[src/rtl/reg_status_writer.sv]
// rtl/reg_status_writer.sv - write side of the R1..R7 register bank with busy/producer-tag status
// Issue renames, CDB results retire matching producers, loads write directly; err flags illegal requests.
module reg_status_writer #(
  parameter int DATA_W = 16,
  parameter int TAG_W  = 3
) (
  input  logic              clock,
  input  logic              reset,
  input  logic              issue_valid,
  input  logic [2:0]        issue_rd,
  input  logic [TAG_W-1:0]  issue_tag,
  input  logic              cdb_valid,
  input  logic [TAG_W-1:0]  cdb_tag,
  input  logic [DATA_W-1:0] cdb_data,
  input  logic              ld_valid,
  input  logic [2:0]        ld_addr,
  input  logic [DATA_W-1:0] ld_data,
  input  logic [2:0]        qry_addr,
  output logic              qry_busy,
  output logic [TAG_W-1:0]  qry_tag,
  output logic [6:0]        busy,
  output logic [DATA_W-1:0] R1,
  output logic [DATA_W-1:0] R2,
  output logic [DATA_W-1:0] R3,
  output logic [DATA_W-1:0] R4,
  output logic [DATA_W-1:0] R5,
  output logic [DATA_W-1:0] R6,
  output logic [DATA_W-1:0] R7,
  output logic              err
);

  // Entry k holds register R(k+1); address 0 has no storage.
  logic [DATA_W-1:0] regs [7];
  logic [TAG_W-1:0]  tags [7];
  logic [6:0]        busy_q;

  logic [6:0] cdb_hit;
  logic [6:0] iss_hit;
  logic [6:0] ld_hit;
  logic       illegal;

  always_comb begin
    cdb_hit = '0;
    iss_hit = '0;
    ld_hit  = '0;
    for (int k = 0; k < 7; k++) begin
      cdb_hit[k] = cdb_valid && (cdb_tag != '0) && busy_q[k] && (tags[k] == cdb_tag);
      iss_hit[k] = issue_valid && (issue_tag != '0) && (issue_rd == 3'(k + 1));
      ld_hit[k]  = ld_valid && (ld_addr == 3'(k + 1));
    end
    illegal = (issue_valid && ((issue_rd == 3'd0) || (issue_tag == '0)))
            || (ld_valid && (ld_addr == 3'd0));
  end

  // Data: CDB beats load. Status: issue beats CDB beats load, so a same-cycle
  // retire+rename leaves the register pending on the newer producer.
  always_ff @(posedge clock or posedge reset) begin
    if (reset) begin
      for (int k = 0; k < 7; k++) begin
        regs[k] <= '0;
        tags[k] <= '0;
      end
      busy_q <= '0;
      err    <= 1'b0;
    end else begin
      for (int k = 0; k < 7; k++) begin
        if (cdb_hit[k])
          regs[k] <= cdb_data;
        else if (ld_hit[k])
          regs[k] <= ld_data;

        if (iss_hit[k]) begin
          busy_q[k] <= 1'b1;
          tags[k]   <= issue_tag;
        end else if (cdb_hit[k] || ld_hit[k]) begin
          busy_q[k] <= 1'b0;
          tags[k]   <= '0;
        end
      end
      err <= illegal;
    end
  end

  always_comb begin
    qry_busy = 1'b0;
    qry_tag  = '0;
    if (qry_addr != 3'd0) begin
      qry_busy = busy_q[qry_addr - 3'd1];
      qry_tag  = tags[qry_addr - 3'd1];
    end
  end

  assign busy = busy_q;
  assign R1   = regs[0];
  assign R2   = regs[1];
  assign R3   = regs[2];
  assign R4   = regs[3];
  assign R5   = regs[4];
  assign R6   = regs[5];
  assign R7   = regs[6];

endmodule

[config.mk]
export PLATFORM = sky130hd
export DESIGN_NAME = reg_status_writer
export DESIGN_NICKNAME = d
export VERILOG_FILES = /design/src/rtl/reg_status_writer.sv
export SDC_FILE = /design/constraint.sdc
export NUM_CORES = 1
export LEC_CHECK = 0
export BUFFER_PORTS_ARGS = -buffer_cell sky130_fd_sc_hd__buf_2
export CAP_MARGIN = 40
export CORE_UTILIZATION = 59
export DETAILED_ROUTE_END_ITERATION = 7
export GPL_ROUTABILITY_DRIVEN = 0
export PLACE_DENSITY = 0.85
export SLEW_MARGIN = 25
export SYNTH_ARGS = -nofsm -noshare
export SYNTH_HDL_FRONTEND = slang
export SYNTH_SLANG_ARGS = --single-unit
[constraint.sdc]
create_clock -name clock -period 6.4 [get_ports clock]
set_input_delay 0.64 -clock clock [delete_from_list [all_inputs] [get_ports clock]]
set_output_delay 0.64 -clock clock [all_outputs]
set_load 0.02 [all_outputs]
==> results.sh, run 1 <==
export IMPL_critPathMaxStageDelay_ps=630
export IMPL_dp_hpwl_mm=13.3
export IMPL_max_cap_violations=0
export IMPL_synth_compound_area_share_pct=3.49
export IMPL_clk_pin_slew_ps=60
export IMPL_cts_buffer_depth=2
export IMPL_synth_edff_count=0
export IMPL_finalHoldViolations=0
export IMPL_cts_root_buf="clkbuf_16"
export IMPL_viasPerCell=5.97
export IMPL_drv_slew=0
export IMPL_synth_top_area_cell="dfrtp_1"
export IMPL_drc=0
export IMPL_io_buffers=175
export IMPL_overflow=0
export IMPL_die_h_um=114
export IMPL_ys_flop_type="dfrtp_1"
export IMPL_synthSimpleGateAreaFrac_pct=7.09
export IMPL_endpoint_kind="output port"
export IMPL_diodes=0
export IMPL_setup_viol=0
export IMPL_hp_class="input pin to async pin"
export IMPL_die_w_um=114
export IMPL_dp_slack_ps=3280
export IMPL_cp_max_fo=11
export IMPL_vdd_ir_drop_max_mv=0.346
export IMPL_grt_max_degree=71
export IMPL_antenna_left=0
export IMPL_htreeDepth=4
export IMPL_rsz0062_at_grt="no"
export IMPL_ys_top_cells_by_area="dfrtp_1 47%, mux2_2 30%, mux2_4 4.0%, xnor2_1 2.5%, o21ai_0 2.1%"
export IMPL_dr_pass1_iters=5
export IMPL_routed_wl_mm=20.7
export IMPL_powerDensity_nw_per_um2=459
export IMPL_timing_setup_tns_ps=0
export IMPL_synth_area_um2=7460
export IMPL_postCtsSetupBuffers=0
export IMPL_slowest_stage="ha_1"
export IMPL_cp_common_cell="buf_2"
export IMPL_path_buf_inv=3
export IMPL_timing_final_crit_share_pct=48.5
export IMPL_antenna_found_initial=0
export IMPL_async_flop_share_pct=100
export IMPL_cp_arrival_ps=2470
export IMPL_boundaryPins=176
export IMPL_layout_min_cycle_time_ps=3110
export IMPL_coreArea_um2=12200
export IMPL_cp_data_required_time_ps=5760
export IMPL_synth_distinct_cells=34
export IMPL_grt_pass1_vias=5923
export IMPL_cp_cell_sequence="buf_2 -> inv_1 -> ha_1 -> mux4_2 -> o21ai_0 -> nand2_1 -> buf_2"
export IMPL_placementRows=40
export IMPL_synth_top_area_share_pct=47.3
export IMPL_path_delay_family="adder cells"
export IMPL_grt_pass1_wl_mm=32.3
export IMPL_syn_num_nets=641
export IMPL_synth_top_family_by_area="multiplexers"
export IMPL_grtUsageTotal_pct=33.4
export IMPL_max_freq_ghz=0.322
export IMPL_layout_drive_gt1_share_pct=59.1
export IMPL_status="finished clean"
export IMPL_clock_latency_ps=420
export IMPL_cts_tree="done"
export IMPL_fin_ws_ps=3290
export IMPL_cts_buffers=17
export IMPL_start_kind="input pin"
export IMPL_synth_most_common_cell="mux2_2"
export IMPL_clock_sinks=141
export IMPL_leakagePower_nw=4.09
export IMPL_synthMuxAreaShare_pct=36.5
export IMPL_criticalPathCategory="input pin to output port"
export IMPL_synth_common_cells="197 x mux2_2, 141 x dfrtp_1, 40 x nand2_1"
export IMPL_fp_dieArea_um2=13100
export IMPL_yosysSeqAreaShare_pct=47.3
export IMPL_drt_wirelength_per_cell_um=22.1
export IMPL_synth_fa_ha_area_share_pct=0.335
export IMPL_syn_mean_instance_area_um2=12.7
export IMPL_area_delta_synth_final_pct=22.8
export IMPL_ys_ff_latch=141
export IMPL_fin_skew_ps=9.93
export IMPL_drt_iter0_markers=277
export IMPL_tightestPinTransition_ps=897
export IMPL_cts_resized=0
export IMPL_ctsHoldBuffers=0
export IMPL_initial_core_util_pct=61.4
export IMPL_netlist_instances=587
export IMPL_synthXorXnorAreaFrac_pct=2.46
export IMPL_vias=5578
export IMPL_nets=807
export IMPL_synth_warning_count=0
export IMPL_slew_headroom_pct=40.1
cell usage in the layout, fill, tap and decap left out, types with 2 or more instances in the layout:
master / instances
mux2_2: 197
nand3_1: 21
or2_2: 3
clkinvlp_4: 2
inv_1: 2
ha_1: 2
xnor2_1: 21
mux4_2: 4
and2_2: 2
or3_1: 3
nor2b_1: 4
clkinv_2: 3
mux2i_1: 4
clkbuf_16: 17
mux2_1: 7
nor2_2: 3
o21ai_1: 3
nor2_1: 4
bufinv_16: 6
nand2_1: 40
buf_2: 175
o31ai_1: 3
o2bb2ai_1: 2
nor3_1: 7
nand4_1: 8
nand2b_1: 3
dfrtp_1: 141
nor2_4: 4
o21ai_0: 32
mux2_4: 20
nand3b_1: 2
buf_4: 7
clkbuf_8: 4
power by group:
group | switching, mW | total [mW] | leakage (nW) | internal, mW
Combinational | 0.863 | 1.61 | 2.05 | 0.750
Clock | 0.381 | 1.15 | 0.335 | 0.770
Sequential | 0.214 | 1.45 | 1.70 | 1.23
Total | 1.46 | 4.21 | 4.09 | 2.75
routing by layer:
metal  up-vias  track usage [%]  part of all wire (%)
met5         -                0                     0
met4         0             14.9                   3.1
met3        62             10.2                   8.8
met2       290             54.6                    49
met1      2787             40.9                    39
li1       2439                -                     -
path summary, 6_finish.rpt:
kind | slack, ps | startpoint | to | depth (start not counted)
min reg2reg | 570 | tags[4]$_DFFE_PP0P_ | tags[4]$_DFFE_PP0P_ | 2
max | 3290 | qry_addr[0] | qry_tag[1] | 7
min | 320 | reset | R4[0]$_DFFE_PP0P_ | 2
min in group clock | 540 | cdb_data[2] | R6[2]$_DFFE_PP0P_ | 2
max reg2reg | 4270 | tags[4]$_DFFE_PP0P_ | R6[9]$_DFFE_PP0P_ | 5
max in group asynchronous | 4920 | reset | R4[9]$_DFFE_PP0P_ | 4
per-stage QoR:
| step | cells | cell area [µm²] | utilization, % | power, mW | hold slack (ps) |
|---|---|---|---|---|---|
| 4_1_cts | 934 | 9170 | 75.4 | 4.22 | 338 |
| 3_3_place_gp | 901 | 8430 | 69.3 | 2.96 | 557 |
| 3_5_place_dp | 902 | 8470 | 69.7 | 3.04 | 561 |
| 5_1_grt | 934 | 9170 | 75.4 | 4.39 | 365 |
| 2_1_floorplan | 587 | 7460 | - | 2.50 | 533 |
| 6_report | 934 | 9170 | 75.4 | 4.21 | 315 |
registers in the layout, indices dropped and copies added (netlist names):
name,count
R3,16
tags,21
err,1
R4,16
R7,16
busy,7
R6,16
R1,16
R2,16
R5,16
layout make-up:
| cell class | instances | area, µm² |
|---|---|---|
| multi-input combinational | 407 | 3770 |
| sequential | 141 | 3530 |
| fill | 777 | 3000 |
| timing repair buffer | 183 | 948 |
| clock buffer | 21 | 480 |
| clock inverter | 11 | 210 |
| tap | 168 | 210 |
| inverter | 3 | 16.3 |
cells by family (layout without fill, tap and decap cells):
group | after synthesis | after routing
AO/OA/AOI/OAI | 43 | 43
XOR/XNOR | 21 | 21
adder cells (fa/ha/maj) | 2 | 2
buffers and inverters | 39 | 218
flip-flops | 141 | 141
multiplexers | 232 | 232
AND/OR/NAND/NOR | 109 | 109
(Power assumes the default switching activity.)
==> run 2: changes to the inputs <==
Settings changed: ABC_AREA from default to 1, CORE_UTILIZATION 59 to 50, PLACE_DENSITY 0.85 to 0.75.
Clock period 6.4 ns to 2.7 ns, I/O delays scaled along.
==> run 2 against run 1 <==
Register-to-register slack got worse by 3200 ps. Sequential power rose by 130%. Clock power rose by 110%. Clock skew rose by 1.9 ps. Critical path depth rose by 3. Sequential share of layout area fell by 2.7 points. Setup slack got worse by 3000 ps. Final area rose by 7.4%. Total power rose by 110%. Utilization fell by 16 points. Routed wire length rose by 23%. Final cell count rose by 59%.
==> results.sh, run 2 <==
export IMPL_status="finished clean"
export IMPL_ys_ff_latch=141
export IMPL_finalHoldViolations=0
export IMPL_path_buf_inv=4
export IMPL_grt_pass1_vias=7216
export IMPL_max_cap_violations=0
export IMPL_layout_drive_gt1_share_pct=23.3
export IMPL_cp_cell_sequence="buf_2 -> inv_1 -> ha_1 -> inv_1 -> nor2_1 -> o21ai_0 -> nand3_1 -> nand2_1 -> a21oi_1 -> buf_2"
export IMPL_placementRows=47
export IMPL_final_cell_mix="308 x nand3_1, 235 x nand2_1, 175 x buf_2, 152 x nor2_1, 141 x dfrtp_1"
export IMPL_tightestPinTransition_ps=819
export IMPL_timing_final_crit_share_pct=88.0
export IMPL_grtUsageTotal_pct=29.2
export IMPL_drc=0
export IMPL_r2r_slack_ps=1040
export IMPL_timing_setup_tns_ps=0
export IMPL_yosysSeqAreaShare_pct=41.5
export IMPL_critPathMaxStageDelay_ps=500
export IMPL_rr_endpoint="R4[8]$_DFFE_PP0P_"
export IMPL_postCtsSetupBuffers=0
export IMPL_dr_pass1_iters=5
export IMPL_r2r_cells=7
export IMPL_largest_reg_flops=21
export IMPL_area_delta_synth_final_pct=15.8
export IMPL_path_delay_family="buffers and inverters"
export IMPL_grt_pass1_wl_mm=40.0
export IMPL_async_flop_share_pct=100
export IMPL_cp_depth=10
export IMPL_powerDensity_nw_per_um2=881
export IMPL_antenna_left=0
export IMPL_endpoint_kind="output port"
export IMPL_coreArea_um2=16600
export IMPL_nFillCells=1502
export IMPL_cts_root_buf="clkbuf_16"
export IMPL_final_common_cell="nand3_1"
export IMPL_netlist_instances=1121
export IMPL_synth_top_area_share_pct=41.5
export IMPL_criticalPathCategory="input pin to output port"
export IMPL_grt_max_degree=142
export IMPL_cp_arrival_ps=2110
export IMPL_synth_common_cells="308 x nand3_1, 235 x nand2_1, 152 x nor2_1"
export IMPL_syn_mean_instance_area_um2=7.59
export IMPL_slew_headroom_pct=45.4
export IMPL_cts_buffers=17
export IMPL_max_freq_ghz=0.421
export IMPL_ctsHoldBuffers=0
export IMPL_viasPerCell=5.65
export IMPL_synth_edff_count=0
export IMPL_syn_num_nets=1175
export IMPL_layout_min_cycle_time_ps=2380
export IMPL_die_w_um=132
export IMPL_cts_buffer_depth=2
export IMPL_fin_skew_ps=11.8
export IMPL_clk_pin_slew_ps=60
export IMPL_io_buffers=175
export IMPL_fin_util_pct=59.4
export IMPL_routed_wl_mm=25.5
export IMPL_ys_flop_type="dfrtp_1"
export IMPL_rr_startpoint="tags[9]$_DFFE_PP0P_"
export IMPL_synth_top_area_cell="dfrtp_1"
export IMPL_cp_max_fo=19
export IMPL_rsz0062_at_grt="no"
export IMPL_die_h_um=132
export IMPL_vias=8390
export IMPL_overflow=0
export IMPL_drt_wirelength_per_cell_um=17.2
export IMPL_dp_hpwl_mm=17.0
export IMPL_fp_dieArea_um2=17500
export IMPL_regMostFlops="tags"
export IMPL_drv_slew=0
export IMPL_synth_distinct_cells=27
export IMPL_ys_top_cells_by_area="dfrtp_1 41%, nand3_1 18%, nand2_1 10%, nand3_2 7.1%, nor2_1 6.7%"
export IMPL_boundaryPins=176
export IMPL_start_kind="input pin"
export IMPL_htreeDepth=4
export IMPL_clock_latency_ps=420
export IMPL_clock_sinks=141
export IMPL_nets=1306
export IMPL_synth_area_um2=8510
export IMPL_synth_most_common_cell="nand3_1"
export IMPL_initial_core_util_pct=51.3
export IMPL_synth_warning_count=0
export IMPL_cts_resized=0
export IMPL_slowest_stage="ha_1"
export IMPL_antenna_found_initial=1
export IMPL_drt_iter0_markers=1026
export IMPL_cts_tree="done"
export IMPL_setup_viol=0
export IMPL_hp_class="input pin to async pin"
export IMPL_vdd_ir_drop_max_mv=0.489
export IMPL_cp_data_required_time_ps=2430
export IMPL_leakagePower_nw=5.16
## run 2: cell types whose count changed after synthesis, moves of 21 or more
cell	previous run	this run
nand2_1	40	235
o21ai_0	32	11
nand4_1	8	30
nand3_1	22	308
inv_1	3	76
mux2_2	197	0
nor2_1	11	152
nand3_2	0	60
## run 2: worst max-delay path by stage
stage | startpoint | to
4_1_cts | qry_addr[0] | qry_busy
2_1_floorplan | qry_addr[0] | qry_busy
3_5_place_dp | qry_addr[0] | qry_tag[1]
5_1_grt | qry_addr[0] | qry_tag[0]
3_3_place_gp | qry_addr[0] | qry_tag[0]
6_report | qry_addr[0] | qry_busy
## run 2: routing by layer
layer,part of all wire (%),track usage (%),vias up,wire [µm]
li1,-,-,3987,-
met1,45,44.5,3957,11500
met2,44,41.7,414,11200
met3,8.8,4.67,32,2240
met4,2.0,10.5,0,518
met5,0,0,-,0
## run 2: power by group
part / internal [mW] / switching, mW / total (mW)
logic: 1.01 / 1.96 / 2.96
clock network: 1.47 / 0.920 / 2.39
registers: 2.79 / 0.538 / 3.33
## run 2: cell type report
class / count / area [µm²] / share of cell area [%]
sequential: 141 / 3530 / 35.8
inverter: 79 / 303 / 3.07
clock buffer: 20 / 447 / 4.54
antenna: 1 / 2.50 / 0.0254
timing repair buffer: 186 / 983 / 9.99
clock inverter: 11 / 141 / 1.44
multi-input combinational: 827 / 4170 / 42.3
tap: 220 / 275 / 2.80
## run 2: per-stage QoR
| stage | setup slack [ps] | cell area, µm² | total power [mW] | hold slack, ps | cells |
|---|---|---|---|---|---|
| floorplan | 614 | 8510 | 5.22 | 431 | 1121 |
| global placement | 416 | 9260 | 6.25 | 489 | 1453 |
| detailed placement | 354 | 9260 | 6.30 | 495 | 1453 |
| CTS | 356 | 9840 | 8.68 | 138 | 1484 |
| global route | 157 | 9850 | 9.10 | 172 | 1485 |
| finish | 325 | 9850 | 8.68 | 52.0 | 1485 |
## run 2: logic make-up after synthesis
group / synth area share (%)
and+or+nand+nor: 47.0
AOI/OAI and AO/OA: 1.60
xor gates and xnor gates: 0.103
buffers and inverters: 9.53
DFF: 41.5
adders and majority gates: 0.294
## run 2: worst min-delay path, cell delays in order
cell	delay, ps
buf_2	110
clkinvlp_4	70
buf_12	510
==> run 3: changes to the inputs <==
--- a/config.mk
+++ b/config.mk
@@ -8,2 +8,3 @@
 export ABC_AREA = 1
+export ABC_CLOCK_PERIOD_IN_PS = 2700
 export BUFFER_PORTS_ARGS = -buffer_cell sky130_fd_sc_hd__buf_2
==> constraint.sdc (replaced) <==
create_clock -name clock -period 2.7 [get_ports clock]
set_input_delay 0 -clock clock [delete_from_list [all_inputs] [get_ports clock]]
set_output_delay 0 -clock clock [all_outputs]
set_load 0.1 [all_outputs]
==> run 3 against run 2 <==
Die area is the same. Non-clock buffer count grew 24. Total power grew 49%. First-iteration DRC count shrank 0.97%. Routed wire length grew 2.5%. Critical path depth is the same. Via count grew 1.6%. Sequential power is essentially flat. Highest routed layer unchanged. Sequential cell count is the same. Worst hold slack lost 47 ps. Clock-buffer cell count is the same. Largest cell class unchanged.
==> results.sh, run 3 (synthesis gave the netlist of run 2 again) <==
export IMPL_antenna_left=0
export IMPL_clk_pin_slew_ps=60
export IMPL_cts_tree="done"
export IMPL_largest_reg_flops=21
export IMPL_powerDensity_nw_per_um2=1270
export IMPL_die_w_um=132
export IMPL_area_delta_synth_final_pct=19.4
export IMPL_io_buffers=175
export IMPL_routed_wl_mm=26.1
export IMPL_slowest_stage="ha_1"
export IMPL_hp_class="input pin to register"
export IMPL_slew_headroom_pct=48.4
export IMPL_endpoint_kind="output port"
export IMPL_tightestPinTransition_ps=774
export IMPL_drt_wirelength_per_cell_um=17.3
export IMPL_critPathMaxStageDelay_ps=500
export IMPL_max_cap_violations=0
export IMPL_initial_core_util_pct=51.3
export IMPL_drt_iter0_markers=1016
export IMPL_finalHoldViolations=0
export IMPL_boundaryPins=176
export IMPL_fp_dieArea_um2=17500
export IMPL_criticalPathCategory="input pin to output port"
export IMPL_drc=0
export IMPL_rsz0062_at_grt="no"
export IMPL_timing_final_crit_share_pct=77.7
export IMPL_grt_pass1_wl_mm=41.4
export IMPL_layout_min_cycle_time_ps=2100
export IMPL_grtUsageTotal_pct=30.1
export IMPL_clock_sinks=141
export IMPL_placementRows=47
export IMPL_final_cell_mix="308 x nand3_1, 234 x nand2_1, 175 x buf_2, 152 x nor2_1, 141 x dfrtp_1"
export IMPL_path_delay_family="buffers and inverters"
export IMPL_grt_pass1_vias=7621
export IMPL_status="finished clean"
export IMPL_nets=1330
export IMPL_overflow=0
export IMPL_leakagePower_nw=5.28
export IMPL_fin_skew_ps=17.6
export IMPL_area_sequential_um2=3530
export IMPL_clock_latency_ps=430
export IMPL_regMostFlops="tags"
export IMPL_coreArea_um2=16600
export IMPL_grt_max_degree=142
export IMPL_die_h_um=132
export IMPL_start_kind="input pin"
export IMPL_cp_arrival_ps=2100
export IMPL_viasPerCell=5.65
export IMPL_path_buf_inv=4
export IMPL_dr_pass1_iters=5
export IMPL_cts_buffer_depth=2
export IMPL_htreeDepth=4
export IMPL_drv_slew=0
export IMPL_cts_resized=0
export IMPL_cts_buffers=17
export IMPL_cp_cell_sequence="buf_2 -> inv_1 -> ha_1 -> inv_1 -> nor2_1 -> o21ai_0 -> nand3_1 -> nand2_1 -> a21oi_2 -> buf_2"
export IMPL_multi_input_area_um2=4170
export IMPL_place_area_um2=9260
export IMPL_cp_data_required_time_ps=2700
export IMPL_dp_hpwl_mm=17.2
export IMPL_setup_viol=0
export IMPL_stdcell_area_um2=10200
export IMPL_cts_root_buf="clkbuf_16"
export IMPL_timing_setup_tns_ps=0
export IMPL_nFillCells=1524
export IMPL_cp_max_fo=19
export IMPL_max_freq_ghz=0.476
export IMPL_vdd_ir_drop_max_mv=0.946
export IMPL_final_common_cell="nand3_1"
export IMPL_layout_drive_gt1_share_pct=23.3
export IMPL_diodes=0
export IMPL_postCtsSetupBuffers=0
export IMPL_vias=8528
export IMPL_antenna_found_initial=0
-- run 3: cell types whose count changed in the layout (fill, tap and decap cells not counted), moves of 2 or more --
| cell | delta |
|---|---|
| dlygate4sd3_1 | +24 |
| clkinv_4 | +3 |
| clkinv_2 | -4 |
| clkbuf_1 | -2 |
| clkbuf_8 | +2 |
-- run 3: path summary, 6_finish.rpt --
check	start	cells after the start	slack, ps	to
max	qry_addr[0]	10	600	qry_busy
min	ld_addr[0]	3	5	err$_DFF_PP0_
max reg2reg	tags[13]$_DFFE_PP0P_	6	1040	R3[15]$_DFFE_PP0P_
min reg2reg	R4[8]$_DFFE_PP0P_	2	500	R4[8]$_DFFE_PP0P_
max in group asynchronous	reset	4	1780	R6[12]$_DFFE_PP0P_
min in group asynchronous	reset	4	380	busy[5]$_DFFE_PP0P_
-- run 3: layer usage --
layer | share of wire [%] | GRT usage (%) | vias to the layer above
met2 | 44 | 43.3 | 431
li1 | - | - | 4021
met3 | 8.8 | 4.41 | 46
met1 | 44 | 45.4 | 4030
met4 | 2.6 | 11.9 | 0
met5 | 0 | 0 | -
-- run 3: worst register-to-register path: stages (launching register included) --
cell and delay (ps):
dfrtp_1 380, inv_1 130, nor2_1 80, nor2_1 220, nand3_4 420, nand3_1 210, nand3_1 100
-- run 3: through the flow --
step           setup slack, ps  cells  util [%]  power [mW]  hold slack (ps)
2_1_floorplan              229   1121         -        9.11              161
3_3_place_gp               713   1453      55.8        10.2              304
3_5_place_dp               637   1453      55.9        10.3              298
4_1_cts                    619   1509      61.2        12.9             1.77
5_1_grt                    352   1509      61.2        13.3             16.7
6_report                   601   1509      61.2        12.9             5.47
-- run 3: power breakdown --
| group | internal, mW | leakage, nW | switching, mW | total [mW] |
|---|---|---|---|---|
| Combinational | 1.02 | 3.21 | 5.93 | 6.96 |
| Sequential | 2.79 | 1.77 | 0.559 | 3.35 |
| Clock | 1.63 | 0.305 | 0.960 | 2.59 |
| Total | 5.44 | 5.28 | 7.45 | 12.9 |
-- run 3: layout make-up --
| cell class | instances | area share [%] |
|---|---|---|
| tap | 220 | 2.71 |
| multi-input combinational | 827 | 41.1 |
| timing repair buffer | 210 | 12.1 |
| clock buffer | 20 | 4.60 |
| inverter | 79 | 2.98 |
| clock inverter | 12 | 1.82 |
| sequential | 141 | 34.7 |
-- run 3: timing repair --
item	in CTS	in global routing
endpoints found under the setup margin	0	0
hold buffers	24	0
endpoints found under the hold margin	278	0
